[config.mk]
export PLATFORM = sky130hd
export DESIGN_NAME = boot_loader
export DESIGN_NICKNAME = d
export VERILOG_FILES = /design/src/rtl/boot_loader_pkg.sv /design/src/rtl/boot_loader_word_packer.sv /design/src/rtl/boot_loader.sv
export SDC_FILE = /design/constraint.sdc
export NUM_CORES = 1
export LEC_CHECK = 0
export CORE_ASPECT_RATIO = 1.75
export CORE_MARGIN = 2
export CORE_UTILIZATION = 30
export DETAILED_ROUTE_END_ITERATION = 16
export MAX_ROUTING_LAYER = met4
export PLACE_DENSITY_LB_ADDON = 0.25
export SLEW_MARGIN = 20
export SYNTH_ARGS = -nofsm -noshare
export SYNTH_HDL_FRONTEND = slang
export SYNTH_SLANG_ARGS = --single-unit
[constraint.sdc]
create_clock -name clk -period 2.6 [get_ports clk]
set_input_delay 0.26 -clock clk [delete_from_list [all_inputs] [get_ports clk]]
set_output_delay 0.26 -clock clk [all_outputs]
set_load 0.01 [all_outputs]
[src/rtl/boot_loader_pkg.sv]
// Shared types and constants for the boot loader and the instruction memory it feeds.
package boot_loader_pkg;

   localparam int unsigned WORD_W              = 32;
   localparam int unsigned BYTE_W              = 8;
   localparam int unsigned LANE_W              = 2;
   localparam int unsigned SHIFT_W             = 5;
   localparam int unsigned DEFAULT_DEPTH_WORDS = 128;

   // Big-endian placement: the first byte of a word lands in the top lane.
   localparam int unsigned LANE0_SHIFT = 24;
   localparam int unsigned LANE1_SHIFT = 16;
   localparam int unsigned LANE2_SHIFT = 8;
   localparam int unsigned LANE3_SHIFT = 0;

   typedef enum logic [2:0] {
      ST_IDLE,
      ST_LOAD,
      ST_HOLD,
      ST_RUN,
      ST_ERROR
   } state_t;

   function automatic logic [SHIFT_W-1:0] lane_shift(input logic [LANE_W-1:0] lane);
      logic [SHIFT_W-1:0] sh;
      unique case (lane)
         2'd0:    sh = SHIFT_W'(LANE0_SHIFT);
         2'd1:    sh = SHIFT_W'(LANE1_SHIFT);
         2'd2:    sh = SHIFT_W'(LANE2_SHIFT);
         default: sh = SHIFT_W'(LANE3_SHIFT);
      endcase
      return sh;
   endfunction

endpackage

[src/rtl/boot_loader_word_packer.sv]
// Packs accepted stream bytes big-endian into 32-bit words; a short final word is zero-padded.
module boot_loader_word_packer
   import boot_loader_pkg::*;
(
   input  logic              clk,
   input  logic              reset,
   input  logic [BYTE_W-1:0] data,
   input  logic              xfer,
   input  logic              last,
   input  logic              clear,
   output logic [WORD_W-1:0] word,
   output logic              word_valid
);

   logic [LANE_W-1:0] lane;
   logic [WORD_W-1:0] acc;
   logic [WORD_W-1:0] merged_c;

   // Lane 0 starts from zero so the unfilled low lanes of a short word read as zero.
   always_comb begin
      merged_c = (lane == LANE_W'(0)) ? '0 : acc;
      merged_c = merged_c | (WORD_W'(data) << lane_shift(lane));
   end

   always_ff @(posedge clk or negedge reset) begin
      if (!reset) begin
         lane       <= '0;
         acc        <= '0;
         word       <= '0;
         word_valid <= 1'b0;
      end else begin
         word_valid <= 1'b0;
         if (clear) begin
            lane <= '0;
            acc  <= '0;
         end else if (xfer) begin
            if (lane == LANE_W'(3) || last) begin
               word       <= merged_c;
               word_valid <= 1'b1;
               lane       <= '0;
               acc        <= '0;
            end else begin
               acc  <= merged_c;
               lane <= lane + LANE_W'(1);
            end
         end
      end
   end

endmodule

[src/rtl/boot_loader.sv]
// Streams a byte image into instruction memory while holding the core in reset, then releases it.
module boot_loader
   import boot_loader_pkg::*;
#(
   parameter int unsigned ADDR_W      = 9,
   parameter int unsigned DEPTH_WORDS = DEFAULT_DEPTH_WORDS,
   parameter int unsigned HOLD_CYCLES = 4
) (
   input  logic                         clk,
   input  logic                         reset,
   input  logic                         s_valid,
   input  logic [BYTE_W-1:0]            s_data,
   input  logic                         s_last,
   output logic                         s_ready,
   input  logic                         reload,
   output logic                         wr_en,
   output logic [ADDR_W-1:0]            wr_addr,
   output logic [WORD_W-1:0]            wr_data,
   output logic                         core_reset,
   output logic                         done,
   output logic                         err_overflow,
   output logic [$clog2(DEPTH_WORDS):0] word_count
);

   localparam int unsigned CNT_W  = $clog2(DEPTH_WORDS) + 1;
   localparam int unsigned HOLD_W = $clog2(HOLD_CYCLES) + 1;

   state_t            state;
   logic [HOLD_W-1:0] hold_cnt;
   logic              xfer_c;
   logic              full_c;
   logic              pack_xfer_c;
   logic              pack_clear_c;

   // A word still in flight on wr_en already occupies its slot when judging overflow.
   always_comb begin
      xfer_c       = s_valid & s_ready;
      full_c       = (word_count + CNT_W'(wr_en)) == CNT_W'(DEPTH_WORDS);
      pack_xfer_c  = xfer_c && (state == ST_LOAD) && !full_c;
      pack_clear_c = (state == ST_IDLE);
   end

   boot_loader_word_packer u_packer (
      .clk        (clk),
      .reset      (reset),
      .data       (s_data),
      .xfer       (pack_xfer_c),
      .last       (s_last),
      .clear      (pack_clear_c),
      .word       (wr_data),
      .word_valid (wr_en)
   );

   // Address follows the write counter, which advances at the end of each wr_en cycle.
   assign wr_addr = ADDR_W'({word_count, 2'b00});

   always_ff @(posedge clk or negedge reset) begin
      if (!reset) begin
         state        <= ST_IDLE;
         s_ready      <= 1'b0;
         core_reset   <= 1'b1;
         done         <= 1'b0;
         err_overflow <= 1'b0;
         word_count   <= '0;
         hold_cnt     <= '0;
      end else begin
         if (wr_en) begin
            word_count <= word_count + CNT_W'(1);
         end
         unique case (state)
            ST_IDLE: begin
               state        <= ST_LOAD;
               s_ready      <= 1'b1;
               word_count   <= '0;
               err_overflow <= 1'b0;
            end
            ST_LOAD: begin
               if (xfer_c) begin
                  if (full_c) begin
                     state        <= ST_ERROR;
                     err_overflow <= 1'b1;
                  end else if (s_last) begin
                     state    <= ST_HOLD;
                     s_ready  <= 1'b0;
                     hold_cnt <= '0;
                  end
               end
            end
            // Counting starts once the final write has left the wr_en cycle.
            ST_HOLD: begin
               if (!wr_en) begin
                  if (hold_cnt == HOLD_W'(HOLD_CYCLES - 1)) begin
                     state      <= ST_RUN;
                     core_reset <= 1'b0;
                     done       <= 1'b1;
                  end else begin
                     hold_cnt <= hold_cnt + HOLD_W'(1);
                  end
               end
            end
            ST_RUN: begin
               if (reload) begin
                  state      <= ST_IDLE;
                  core_reset <= 1'b1;
                  done       <= 1'b0;
                  word_count <= '0;
               end
            end
            ST_ERROR: begin
               if (xfer_c && s_last) begin
                  state   <= ST_IDLE;
                  s_ready <= 1'b0;
               end
            end
            default: begin
               state <= ST_IDLE;
            end
         endcase
      end
   end

endmodule

# Word level (Yosys, flattened, before mapping)
# Index checks and enable logic that the tools add are counted.
# totals
reg_bits,85
romBits,0
ramBits,0
mem_count,0
wordCells,100
output_inout_bits,54
latchBits,0
# op_classes
shift,1
bitwise,3
addsub,4
eq_ne,19
n_lt_le_gt_ge,0
div,0
mul,0
n_mux,44
n_reduce_logical,18
# ops
operator,count
32-bit 2-to-1 mux,4
3-bit 2-to-1 mux,12
32-bit OR,1
8-bit by 5-bit left shift with 32-bit output,1
"2-bit != test, second input constant",9
8-bit 2-to-1 mux,2
8-bit one-hot mux with 2 select lines,1
1-bit 2-to-1 mux,15
3-bit one-hot mux with 5 select lines,1
5-bit one-hot mux with 3 select lines,1
6-bit AND reduction,2
"3-bit by 2-bit equality test with 1-bit output, second input constant",3
8-bit by 1-bit adder with 8-bit output,1
"8-bit by 1-bit adder with 8-bit output, second input constant",1
"8-bit equality test, second input constant",1
2-bit nonzero test,4
2-bit 2-to-1 mux,3
1-bit one-hot mux with 2 select lines,3
3-bit one-hot mux with 2 select lines,1
3-bit AND reduction,2
5-bit AND reduction,1
"2-bit equality test, second input constant",2
4-bit AND reduction,1
"3-bit by 1-bit adder with 3-bit output, second input constant",1
other kinds (14),16

# Longest topological paths before layout
# depth
depth_word,7
ltp_mapped,9
ltp_nobuf,7

# Modules after synthesis
# A second synthesis with hierarchy kept.
# unflattened
hier_cells,405
hier_area_um2,4136.5
# modules_own_cells
mod,area_per_inst_um2,seq_area_each_um2,cells_per_inst,instances
boot_loader_word_packer,3024.2,1676.6,283,1
boot_loader,1112.3,451.7,122,1

# Least setup slack after synthesis
# OpenSTA, ideal clock, no wires.
# synth_path
path_kind,register to register
start,register word_count[0]
end,register u_packer.word[29]
setup_slack_ps,121
t_arrival_ps,2354
synth_period_minus_slack_ps,2479
stages_incl_launch_ff,9
cell_sequence,dfrtp_1 > ha_1 > ha_1 > nor4_1 > o211ai_1 > a2111oi_4 > or3_1 > buf_4 > mux2_2
# synth_via
elab_chain_cells,5
# synth_rtl
item,line,source
from (decl),boot_loader.sv:22,output logic [$clog2(DEPTH_WORDS):0] word_count
from (signal assigned),boot_loader.sv:68,word_count <= word_count + CNT_W'(1);
8-bit by 1-bit adder with 8-bit output,boot_loader.sv:38,full_c = (word_count + CNT_W'(wr_en)) == CNT_W'(DEPTH_WORDS);
8-bit equality test,boot_loader.sv:38,
1-bit logical NOT,boot_loader.sv:39,pack_xfer_c = xfer_c && (state == ST_LOAD) && !full_c;
1-bit logical AND,boot_loader.sv:39,
3-bit AND reduction (no line),n/a,
to (signal assigned),boot_loader_word_packer.sv:38,word <= merged_c;
to (decl),boot_loader_word_packer.sv:11,"output logic [WORD_W-1:0] word,"
# Every way passes these cells.
# A chain may end at the register's enable or synchronous reset.

# Final worst setup path
# layout_path
start,register u_packer.word_valid
end,register u_packer.acc[27]
# layout_via
elab_chain_cells,5
# layout_rtl
item,line,source
from (decl),boot_loader_word_packer.sv:12,output logic word_valid
from (signal assigned),boot_loader_word_packer.sv:30,word_valid <= 1'b0;
from (signal assigned),boot_loader_word_packer.sv:32,word_valid <= 1'b0;
from (signal assigned),boot_loader_word_packer.sv:39,word_valid <= 1'b1;
8-bit by 1-bit adder with 8-bit output,boot_loader.sv:38,
8-bit equality test,boot_loader.sv:38,
1-bit logical NOT,boot_loader.sv:39,
1-bit logical AND,boot_loader.sv:39,
2-bit nonzero test (no line),n/a,
to (signal assigned),boot_loader_word_packer.sv:43,acc <= merged_c;
to (decl),boot_loader_word_packer.sv:16,logic [WORD_W-1:0] acc;
# Every way passes these cells.

==> flow_summary_export.csv <==
group,metric,value,unit
timing,max_slew_margin,0.529,
critical_path,worstPathCellList,"ha_2, ha_4, nor4_2, o211ai_1, a2111oi_4, buf_4, buf_4, nor4_1, a31o_2",
synth,syn_avg_cell_area,10.3,sq um
detailed_routing,first_iter_violations,197,
global_route,grt_overflow_total,0,
power_and_ir_drop,p_seq_frac,0.504,
clock_network,clock-sinks,85,
die,die_x,95.2,um
synth,synth-edff-count,0,
power_and_ir_drop,power_density,473,nW/um^2
critical_path,cp.arrival,2.74,ns
final_layout,multiInputGateArea,1900,sq um
critical_path,path_class,"flop to flop",
critical_path,path_max_fanout,13,
timing,finalMaxSlewViolations,0,
final_layout,drive_gt1_frac,0.162,
power_and_ir_drop,switchingPower,0.541,mW
synth,syn_area,4360,sq um
global_route,grt_pass1_wl,18300,um
final_layout,fillers,1391,
clock_network,cts_buffer_depth,2,
power_and_ir_drop,pwr-share-clk,0.465,
detailed_routing,routed_via_density,5.16,
power_and_ir_drop,combPwrFrac,0.031,
clock_network,numCtsBuffers,9,
synth,ys_types,45,
clock_network,clkLatencyLatePin,0.33,ns
power_and_ir_drop,swShare,0.206,
final_layout,antenna-diode-count,0,
die,rows,58,
global_route,grtUsageTotal,0.158,
global_route,antenna_found_initial,0,
timing,setup_viol,0,
global_route,grt_pass1_vias,3458,
die,boundaryPins,67,
detailed_routing,drc,0,
timing,fin_crit_sh,0.968,
synth,async_flop_share,1.00,
clock_network,cts_tree,"yes",
run_status,outcome,"finished, final reports clean",
final_layout,fin_util,0.388,
timing,min_period,2.52,ns
critical_path,cp-end-kind,"flop",
timing,setup_tns,0,ns
die,core_area,14300,sq um
global_route,grt_max_degree,47,
synth,yosys_warnings,0,
final_layout,layout.nets,505,
critical_path,start_kind,"flop",
timing,fmax,397,MHz
min_path,hold_path_class,"input pin to asynchronous set/reset pin",
power_and_ir_drop,p_leak,2.66,nW
place,dpl_worst_slack,0.0323,ns
die,fp.dieArea,15600,sq um
critical_path,critPathMostFrequentCell,"buf_4",
final_layout,area_delta_synth_final,27.2,%
clock_network,htree_levels,3,
place,gp_congestion,0.805,
detailed_routing,antenna_left,0,
critical_path,crit_buf_inv,2,
place,dpl.hpwl,7710,um
clock_network,clk_pin_slew_worst_paths,0.06,ns
detailed_routing,drt_pass1_iterations,4,
detailed_routing,dr_total_vias,3445,
detailed_routing,wl_per_cell,16.9,um
detailed_routing,routed_wl,11300,um
clock_network,clockRootBuffer,"clkbuf_16",
critical_path,cp_slowest_cell,"a2111oi_4",
timing,fin_hold_ws,0.480,ns
critical_path,path_delay_family,"compound AO/OA/AOI/OAI gates",
die,dieHeight,164,um
final_layout,regArea,2130,sq um
run,maxCapViolations,0,
timing,setup_slack,0.0835,ns
synth,synthCells,424,
critical_path,critPathRequiredTime,2.82,ns
synth,ys_seq_area_frac,0.488,
synth,ys.flop_type,"dfrtp_1",
power_and_ir_drop,peakVddDrop,206,uV
synth,synth-seq-cells,85,
timing,final-hold-violation-count,0,
critical_path,critPathMaxStageDelay,0.44,ns
timing,fin_skew,0.00727,ns
die,initial_utilization,0.305,
timing,worst_pin_slew,0.698,ns
power_and_ir_drop,p_int,2.09,mW
place,numPortBuffers,64,
final timing paths:
kind                       slack, ns  cells past startpoint                start          endpoint
max in group asynchronous       1.46                      3                reset  u_packer.acc[25]
setup reg to reg                0.08                      9  u_packer.word_valid  u_packer.acc[27]
hold / removal                  0.48                      2                reset              done
setup / recovery                0.08                      9  u_packer.word_valid  u_packer.acc[27]
hold reg to reg                 0.48                      2         err_overflow      err_overflow
min in group clk                0.48                      2         err_overflow      err_overflow
routing by layer:
metal	vias up	routed length [um]	global-route usage
met5	-	0	-
met4	0	272	0.0711
met3	10	494	0.0231
met2	100	6020	0.260
met1	1725	4470	0.188
li1	1610	-	-
area by class of cell:
class                      instances  share of cell area
multi-input combinational        263               0.343
timing repair buffer              88               0.159
tap                              180              0.0406
clock buffer                      13              0.0433
inverter                          36              0.0244
sequential                        85               0.384
clock inverter                     2             0.00631
repair_timing:
action | in CTS | in global routing
buffers inserted | 0 | 1
hold endpoints to repair | 44 | 0
hold buffers | 1 | 0
endpoints found under the setup margin | 0 | 71
resized for setup | 0 | 9
cell usage in the layout (no fill, tap or decap), types with 5 or more instances in the layout:
master           instances
a21oi_1                 37
a31o_2                  30
buf_4                   18
clkbuf_16               10
clkdlybuf4s50_1         63
dfrtp_1                 84
ha_1                     7
inv_1                   36
mux2i_1                 32
nand2_1                 16
nor2_1                  12
nor2b_1                 33
nor4_1                  32
or3_1                    5
logic make-up after synthesis:
| logic type | synth area share |
|---|---|
| simple gates | 0.155 |
| compound gates | 0.155 |
| flops | 0.488 |
| buf+inv | 0.0861 |
| mux | 0.0812 |
| fa+ha+maj | 0.0258 |
| xor+xnor | 0.00803 |
| other cells | 0.000860 |
cells in the mapped netlist (3+ instances only):
library cell  number  share of area
nor2_1            12          0.010
mux2i_1           32          0.073
nor4_1            33          0.047
dfrtp_1           84           0.48
a21oi_1           37          0.042
nand2_1           16          0.014
nand4_1            4         0.0057
buf_4             14          0.024
clkbuf_1          20          0.017
a31o_2            30          0.060
o211ai_1           3         0.0052
inv_1             36          0.031
buf_6              4          0.010
ha_1               9          0.026
buf_2              3         0.0034
xor2_1             4         0.0080
mux2_2             3         0.0077
or3_1              6         0.0086
nor2b_1           33          0.047
nand2b_1           4         0.0057
o21ai_0            4         0.0046
per-stage QoR:
| stage | std cells | cell area [sq um] | power [mW] |
|---|---|---|---|
| floorplan | 425 | 4370 | 1.36 |
| global placement | 649 | 5180 | 1.43 |
| detailed placement | 649 | 5180 | 1.43 |
| CTS | 665 | 5470 | 2.67 |
| global route | 667 | 5550 | 2.72 |
| finish | 667 | 5550 | 2.63 |
power by group through the flow:
stage / Sequential (mW) / Clock, mW / Combinational (mW)
after floorplan: 1.35 / 0 / 0.0175
after global placement: 1.35 / 0 / 0.0827
after detailed placement: 1.35 / 0 / 0.0837
after CTS: 1.32 / 1.26 / 0.0850
after global routing: 1.32 / 1.31 / 0.0903
final: 1.32 / 1.22 / 0.0822
registers in the layout, indices dropped and copies added, names as in the netlist:
name	count
u_packer.lane	2
state	3
err_overflow	1
u_packer.word_valid	1
done	1
u_packer.word	32
core_reset	1
hold_cnt	3
word_count	8
u_packer.acc	32
s_ready	1
Power figures use the tool's default switching activity.
